--- config.mk ---
export PLATFORM = sky130hd
export DESIGN_NAME = friscv_fetch
export DESIGN_NICKNAME = d
export VERILOG_FILES = /design/src/rtl/friscv_pkg.sv /design/src/rtl/friscv_fifo.sv /design/src/rtl/friscv_fetch.sv
export SDC_FILE = /design/constraint.sdc
export NUM_CORES = 1
export LEC_CHECK = 0
export BUFFER_PORTS_ARGS = -buffer_cell sky130_fd_sc_hd__buf_2
export CELL_PAD_IN_SITES_DETAIL_PLACEMENT = 0
export CELL_PAD_IN_SITES_GLOBAL_PLACEMENT = 1
export CORE_MARGIN = 2
export CORE_UTILIZATION = 48
export DETAILED_ROUTE_END_ITERATION = 12
export PLACE_DENSITY_LB_ADDON = 0.1
export SKIP_CTS_REPAIR_TIMING = 1
export SLEW_MARGIN = 20
export SYNTH_ARGS = -nofsm -noshare
export SYNTH_HDL_FRONTEND = slang
export SYNTH_SLANG_ARGS = --single-unit
--- constraint.sdc ---
create_clock -name clk -period 3.71 [get_ports clk]
set_input_delay 0.5565 -clock clk [delete_from_list [all_inputs] [get_ports clk]]
set_output_delay 0.5565 -clock clk [all_outputs]
set_load 0.05 [all_outputs]
--- src/rtl/friscv_pkg.sv ---
// ==== friscv_pkg : shared fetch-unit types and defaults | rev 1.0 ====
`default_nettype none

package friscv_pkg;

  localparam int FRISCV_ARCH      = 32;
  localparam int FETCH_FIFO_DEPTH = 4;

  typedef enum logic [1:0] {
    FETCH  = 2'd0,
    FLUSH  = 2'd1,
    HALTED = 2'd2
  } fetch_state_t;

endpackage

`default_nettype wire

--- src/rtl/friscv_fifo.sv ---
// ==== friscv_fifo : synchronous FIFO with sync flush and occupancy count | rev 1.0 ====
`default_nettype none

module friscv_fifo #(
  parameter int WIDTH = 64,
  parameter int DEPTH = 4
) (
  input  logic                       clk,
  input  logic                       rst,
  input  logic                       flush,
  input  logic                       push,
  input  logic [WIDTH-1:0]           push_data,
  input  logic                       pop,
  output logic [WIDTH-1:0]           pop_data,
  output logic                       empty,
  output logic                       full,
  output logic [$clog2(DEPTH+1)-1:0] count
);

  localparam int AW = $clog2(DEPTH);
  localparam int CW = $clog2(DEPTH+1);

  logic [WIDTH-1:0] mem [DEPTH];
  logic [AW-1:0]    rd_ptr;
  logic [AW-1:0]    wr_ptr;
  logic [CW-1:0]    cnt;
  logic             do_push;
  logic             do_pop;

  assign empty    = (cnt == '0);
  assign full     = (cnt == CW'(DEPTH));
  assign count    = cnt;
  assign pop_data = mem[rd_ptr];
  assign do_pop   = pop && !empty;
  // A push into a full buffer is only legal when the head leaves the same cycle.
  assign do_push  = push && (!full || do_pop);

  always_ff @(posedge clk) begin
    if (do_push) begin
      mem[wr_ptr] <= push_data;
    end
  end

  always_ff @(posedge clk) begin
    if (rst || flush) begin
      rd_ptr <= '0;
      wr_ptr <= '0;
      cnt    <= '0;
    end else begin
      assert (!(push && full && !pop));
      if (do_push) begin
        wr_ptr <= wr_ptr + AW'(1);
      end
      if (do_pop) begin
        rd_ptr <= rd_ptr + AW'(1);
      end
      cnt <= cnt + CW'(do_push) - CW'(do_pop);
    end
  end

endmodule

`default_nettype wire

--- src/rtl/friscv_fetch.sv ---
// ==== friscv_fetch : credit-limited instruction fetch with redirect/flush/halt | rev 1.0 ====
`default_nettype none

module friscv_fetch
  import friscv_pkg::*;
#(
  parameter int              ARCH       = FRISCV_ARCH,
  parameter logic [ARCH-1:0] RESET_PC   = '0,
  parameter int              FIFO_DEPTH = FETCH_FIFO_DEPTH
) (
  input  logic            clk,
  input  logic            rst,
  output logic            req_valid_out,
  input  logic            req_ready_in,
  output logic [ARCH-1:0] req_addr_out,
  input  logic            rsp_valid_in,
  input  logic [ARCH-1:0] rsp_data_in,
  output logic            instr_valid_out,
  input  logic            instr_ready_in,
  output logic [ARCH-1:0] instr_data_out,
  output logic [ARCH-1:0] instr_pc_out,
  input  logic            redirect_valid_in,
  input  logic [ARCH-1:0] redirect_pc_in,
  input  logic            halt_in,
  output logic            misalign_out
);

  localparam int CW = $clog2(FIFO_DEPTH+1);

  fetch_state_t      state;
  fetch_state_t      state_next;
  logic [ARCH-1:0]   pc;
  logic [ARCH-1:0]   pc_next;
  logic [CW-1:0]     outstanding;
  logic [CW-1:0]     outstanding_next;
  logic              misalign_q;
  logic [CW-1:0]     fifo_count;
  logic              fifo_empty;
  logic              fifo_full;
  logic [2*ARCH-1:0] fifo_head;
  logic [CW:0]       credit_used;
  logic              req_fire;
  logic              rsp_push;
  logic              instr_pop;
  logic [ARCH-1:0]   rsp_addr;

  assign credit_used   = {1'b0, fifo_count} + {1'b0, outstanding};
  assign req_valid_out = !rst && (state == FETCH) && !halt_in && !redirect_valid_in &&
                         (credit_used < (CW+1)'(FIFO_DEPTH));
  assign req_addr_out  = pc;
  assign req_fire      = req_valid_out && req_ready_in;

  assign outstanding_next = outstanding + CW'(req_fire) - CW'(rsp_valid_in);

  // Responses are in order and contiguous, so the oldest in-flight address is
  // the fetch PC minus four bytes per outstanding request.
  assign rsp_addr = pc - ARCH'({outstanding, 2'b00});
  assign rsp_push = rsp_valid_in && (state == FETCH) && !redirect_valid_in;

  assign instr_valid_out = !rst && !fifo_empty;
  assign instr_pop       = instr_valid_out && instr_ready_in;
  assign instr_data_out  = rst ? '0 : fifo_head[2*ARCH-1:ARCH];
  assign instr_pc_out    = rst ? '0 : fifo_head[ARCH-1:0];
  assign misalign_out    = !rst && misalign_q;

  friscv_fifo #(
    .WIDTH (2*ARCH),
    .DEPTH (FIFO_DEPTH)
  ) u_fifo (
    .clk       (clk),
    .rst       (rst),
    .flush     (redirect_valid_in),
    .push      (rsp_push),
    .push_data ({rsp_data_in, rsp_addr}),
    .pop       (instr_pop),
    .pop_data  (fifo_head),
    .empty     (fifo_empty),
    .full      (fifo_full),
    .count     (fifo_count)
  );

  always_comb begin
    state_next = state;
    pc_next    = pc;
    if (req_fire) begin
      pc_next = pc + ARCH'(4);
    end
    if (redirect_valid_in) begin
      pc_next = {redirect_pc_in[ARCH-1:2], 2'b00};
      if (outstanding_next != '0) begin
        state_next = FLUSH;
      end else begin
        state_next = halt_in ? HALTED : FETCH;
      end
    end else begin
      case (state)
        FETCH:   if (halt_in && (outstanding_next == '0)) state_next = HALTED;
        FLUSH:   if (outstanding_next == '0) state_next = halt_in ? HALTED : FETCH;
        HALTED:  if (!halt_in) state_next = FETCH;
        default: state_next = FETCH;
      endcase
    end
  end

  always_ff @(posedge clk) begin
    if (rst) begin
      state       <= FETCH;
      pc          <= RESET_PC;
      outstanding <= '0;
      misalign_q  <= 1'b0;
    end else begin
      state       <= state_next;
      pc          <= pc_next;
      outstanding <= outstanding_next;
      misalign_q  <= redirect_valid_in && (redirect_pc_in[1:0] != 2'b00);
    end
  end

endmodule

`default_nettype wire

== Word level (Yosys, flattened, before mapping) ==
Memory sizes are Yosys's and may differ from the RTL's. A register that Yosys moved wholly into a read port is not among the register bits.
Index checks and enable logic that the tools add are counted.
Word-level totals
  register bits: 45
  RAM bits: 256
  output and inout bits: 99
  word-level logic and storage cells: 69
  memories kept: 1
Memory list
  u_fifo.mem: depth 4, bits a word 64, rd ports 1, clocked after memory_dff 1, write ports 1, line friscv_fifo.sv:23  | logic [WIDTH-1:0] mem [DEPTH];
Operators by class
  $add $sub $neg: 9
  $lt $le $gt $ge: 1
  equal/unequal tests: 6
  muxes and demuxes: 15
  reductions and logical operators: 29
Operators with widths (number)
  32-bit two-way mux: 4
  32-bit by 3-bit adder with 32-bit output (second input constant): 1
  32-bit by 5-bit subtractor with 32-bit output: 1
  2-bit two-way mux: 8
  1-bit logical AND: 14
  3-bit by 1-bit adder with 3-bit output: 2
  3-bit zero test: 2
  3-bit != test (second input constant): 2
  2-bit one-hot mux with 3 select lines: 1
  3-bit by 1-bit subtractor with 3-bit output: 2
  1-bit zero test: 5
  2-bit by 1-bit adder with 2-bit output (second input constant): 2
  3-bit by 3-bit adder with 4-bit output: 1
  4-bit by 3-bit less-than comparator with 1-bit output (second input constant): 1
  2-bit nonzero test: 2
  3-bit == test (second input constant): 1
  3-bit by 2-bit != test with 1-bit output (second input constant): 1
  3-bit AND reduction: 1
  3-bit nonzero test: 1
  2-bit by 1-bit == test with 1-bit output (second input constant): 1
  2-bit == test (second input constant): 1
  2-bit zero test: 1
  1-bit logical OR: 2
  1-bit two-way mux: 2
  2-bit OR reduction: 1

== Longest topological paths before layout ==
  depth in word-level cells: 13
  depth in mapped cells: 14
  depth with buffers taken out: 13

== Hierarchy ==
A second synthesis with hierarchy kept.
Second synthesis, totals
  cell total of the unflattened synthesis: 828
  area total of the unflattened synthesis: 12983.7 µm²
By module, submodules not included
  friscv_fifo: instances 1, cells each 382, area each 9689.3 µm²
  friscv_fetch: instances 1, cells each 446, area each 3294.4 µm²

== Least setup slack after synthesis ==
Ideal clock, no wire load.
  kind: input-to-reg
  from: input redirect_valid_in
  to: register state[1]
  arrival: 3299 ps
  setup slack: 331 ps
  cell stages on the path: 13
  buffers on the path: 1
  path through: nor3_1 -> and4_1 -> clkbuf_1 -> and2_1 -> inv_1 -> ha_1 -> inv_1 -> ha_1 -> fa_1 -> xnor2_1 -> nor3_1 -> a21oi_1 -> nor3b_1
Between the ends
  longest elaborated chain between the ends: 10
  elaborated cells on any way between the ends: 15
RTL lines
  from (decl): line friscv_fetch.sv:22  | input logic redirect_valid_in,
  1-bit zero test (*): line friscv_fetch.sv:48  | assign req_valid_out = !rst && (state == FETCH) && !halt_in && !redirect_valid_in &&
  1-bit logical AND (*) (2 in a row): line friscv_fetch.sv:48
  via req_valid_out: line friscv_fetch.sv:13  | output logic req_valid_out,
  1-bit logical AND (*): line friscv_fetch.sv:51  | assign req_fire = req_valid_out && req_ready_in;
  3-bit by 1-bit adder with 3-bit output (*): line friscv_fetch.sv:53  | assign outstanding_next = outstanding + CW'(req_fire) - CW'(rsp_valid_in);
  3-bit by 1-bit subtractor with 3-bit output (*): line friscv_fetch.sv:53
  3-bit zero test: line friscv_fetch.sv:97, friscv_fetch.sv:98
  1-bit logical AND: line friscv_fetch.sv:97  | FETCH: if (halt_in && (outstanding_next == '0)) state_next = HALTED;
  3-bit by 2-bit != test with 1-bit output (no line)
  3-bit AND reduction (no line)
  to (signal assigned): line friscv_fetch.sv:112  | state <= state_next;
  to (decl): line friscv_fetch.sv:30  | fetch_state_t state;
The timed path passes the listed nets; every way through them passes the cells marked *.
A chain may end at the register's enable or synchronous reset.

== Worst setup path after layout ==
  from: register u_fifo.cnt[1], in the netlist u_fifo.count[1]
  to: register state[1]
Between the ends
  longest elaborated chain between the ends: 10
  elaborated cells on any way between the ends: 14
RTL lines
  from (decl): line friscv_fifo.sv:26  | logic [CW-1:0] cnt;
  from (signal assigned): line friscv_fifo.sv:57  | cnt <= cnt + CW'(do_push) - CW'(do_pop);
  3-bit by 3-bit adder with 4-bit output (*): line friscv_fetch.sv:47  | assign credit_used = {1'b0, fifo_count} + {1'b0, outstanding};
  4-bit by 3-bit less-than comparator with 1-bit output (*): line friscv_fetch.sv:49  | (credit_used < (CW+1)'(FIFO_DEPTH));
  1-bit logical AND (*): line friscv_fetch.sv:48
  1-bit logical AND (*): line friscv_fetch.sv:51
  3-bit by 1-bit adder with 3-bit output (*): line friscv_fetch.sv:53
  3-bit by 1-bit subtractor with 3-bit output (*): line friscv_fetch.sv:53
  3-bit zero test: line friscv_fetch.sv:97, friscv_fetch.sv:98
  1-bit logical AND: line friscv_fetch.sv:97
  3-bit by 2-bit != test with 1-bit output (no line)
  3-bit AND reduction (no line)
Mark *: on every way between the ends. The rest lies on a longest branch, timed or not.

==> flow_summary.json <==
{
  "drv_cap": 0,
  "ys_seq_area_share_pct": 66.12,
  "maxSlewHeadroom_pct": 39.95,
  "antenna_cells": 0,
  "via_per_inst": 5.659,
  "cp.required_ns": 4.16,
  "cp.arrival_ns": 3.57,
  "drive_gt1_share_pct": 29.37,
  "synth_area_um2": 12620,
  "dpl-instance-area_um2": 13850,
  "dr.pass1.iters": 5,
  "clockRootBuffer": "clkbuf_16",
  "synth_edf_count": 248,
  "ys.flop_type": "edfxtp_1",
  "ys.warnings.count": 0,
  "nNetsFinal": 1069,
  "yosys.area.top_type": "edfxtp_1",
  "setup-violations-final": 0,
  "areaGrowthSynthToFinish_pct": 16.15,
  "grt_max_degree": 69,
  "fmax_mhz": 320.5,
  "finish.instance_area_um2": 14660,
  "p_comb_share_pct": 13.0,
  "final_util_pct": 56.59,
  "synth_cell_types": 56,
  "netSwitchingPower_mw": 1.895,
  "end_kind": "flop",
  "startpoint_type": "flop",
  "grt_pass1_wl_um": 44220,
  "rsz0062_at_grt": "false",
  "power_frac_seq_pct": 52.0,
  "syn_area_per_cell_um2": 15.40,
  "drc": 0,
  "tns_ns": 0,
  "status": "completed",
  "finalClockSkew_ns": 0.006361,
  "grtUsageTotal_pct": 20.27,
  "p_clk_share_pct": 35.0,
  "io_buffers": 165,
  "leakage_nw": 5.256,
  "worstSetupPathType": "flop to flop",
  "antenna_found_initial": 0,
  "netlist.area_leader.share_pct": 58.99,
  "final_antenna_net_count": 0,
  "drtIter0Drc": 542,
  "finalMaxSlewViolations": 0,
  "design.die.area_um2": 27610,
  "start_util_pct": 48.72,
  "async_reset_ff_share_pct": 0,
  "power_mw": 7.379,
  "synth.top_cells.by_count": "edfxtp_1, and2_1, mux4_2, dfxtp_1",
  "overflow": 0,
  "irDropWorstVdd_v": 0.0003196,
  "powerDensity_nw_per_um2": 503.2,
  "grt_pass1_vias": 8017,
  "finalHoldViolCount": 0,
  "vias": 7561,
  "fin_crit_ns": 3.121,
  "fp.dieH_um": 166.2,
  "gp_congestion": 0.8858,
  "ys_top_cells_by_area": "edfxtp_1, mux4_2, dfxtp_1",
  "cts_tree": "done",
  "wl_um": 28340,
  "core_um2": 25910,
  "p_sw_share_pct": 25.68,
  "die_w_um": 166.2,
  "synth-seq-cells": 293,
  "fin_crit_sh_pct": 84.11,
  "cp_max_fo": 6,
  "tightest_slew_ns": 0.8998,
  "fillers": 2133,
  "yosysMostFrequentCell": "edfxtp_1",
  "p_int_mw": 5.484,
  "io_pins": 170,
  "cts_buffer_depth": 3,
  "numCtsBuffers": 29,
  "path_clk_slew_ns": 0.06,
  "holdWs_ns": 0.2386,
  "wire_per_inst_um": 21.21,
  "hold_class": "input port to flop",
  "clkSinkCount": 293,
  "h-tree-depth": 1,
  "hpwl_um": 18000,
  "rows": 59,
  "syn_inst": 820,
  "clock_latency_ns": 0.54
}
-- cell families after synthesis --
family | share of synthesized area (%)
adder cells (fa/ha/maj) | 1.863
flip-flops | 66.12
AO/OA/AOI/OAI | 3.835
multiplexers | 11.39
other | 0.02970
XOR/XNOR | 2.498
buffers and inverters | 2.577
AND/OR/NAND/NOR | 11.68
-- final cells by class --
class | count | area, um2 | area share [%]
tap | 335 | 419.2 | 2.858
multi-input combinational | 452 | 3973 | 27.09
clock inverter | 15 | 66.31 | 0.4522
sequential | 293 | 8356 | 56.98
clock buffer | 36 | 752.0 | 5.128
timing repair buffer | 181 | 1008 | 6.877
inverter | 24 | 90.09 | 0.6143
-- layout by cell type (no fill, tap or decap), drive strengths merged, types with 17 or more instances in the layout --
master,instances
clkbuf,36
buf,181
xor2,21
nor2,39
nand3,17
nand2,36
inv,24
dfxtp,45
and2,73
edfxtp,248
mux4,62
-- path summary, 6_finish.rpt --
check | endpoint | start | slack (ns) | cells past startpoint
worst max-delay path | state[1]$_SDFFE_PP0P_ | u_fifo.count[1]$_SDFF_PP0_ | 0.59 | 13
worst min register to register | u_fifo.rd_ptr[1]$_SDFFE_PP0P_ | u_fifo.rd_ptr[1]$_SDFFE_PP0P_ | 0.54 | 2
worst max register to register | state[1]$_SDFFE_PP0P_ | u_fifo.count[1]$_SDFF_PP0_ | 0.59 | 13
worst min-delay path | u_fifo.mem[1][57]$_DFFE_PP_ | rsp_data_in[25] | 0.24 | 1
-- worst max-delay path, stage by stage (launching register included) --
cell and delay (ns):
dfxtp_1 0.45, ha_1 0.28, nand3_1 0.13, and4_1 0.22
and2_1 0.23, inv_1 0.15, ha_1 0.30, inv_1 0.04
ha_1 0.18, fa_1 0.38, xnor2_1 0.15, nor3_1 0.23
a21oi_1 0.11, nor3b_1 0.20
-- power groups by stage --
stage | registers (mW) | logic, mW | clock network (mW)
finish | 3.84 | 0.959 | 2.58
global route | 3.85 | 1.03 | 2.77
CTS | 3.84 | 0.968 | 2.64
detailed placement | 3.91 | 0.966 | 0
global placement | 3.90 | 0.942 | 0
floorplan | 3.94 | 0.640 | 0
-- through the flow --
stage | instances | setup slack [ns]
after floorplan | 823 | 0.3308
after global placement | 1285 | 0.5602
after detailed placement | 1285 | 0.4424
after CTS | 1336 | 0.5842
after global routing | 1336 | 0.3316
final | 1336 | 0.5895
-- state kept, by name, summed over array words and instances, names as in the netlist, named ones only --
name / count
outstanding: 3
u_fifo.count: 3
req_addr_out: 30
u_fifo.rd_ptr: 2
u_fifo.mem: 248
state: 2
misalign_q: 1
u_fifo.wr_ptr: 2
-- layer usage --
metal,wire length [um],track usage [%]
met1,12320,27.29
met2,13830,34.42
met3,1554,3.646
met4,647,5.180
met5,0,0
(Power assumes the default switching activity.)
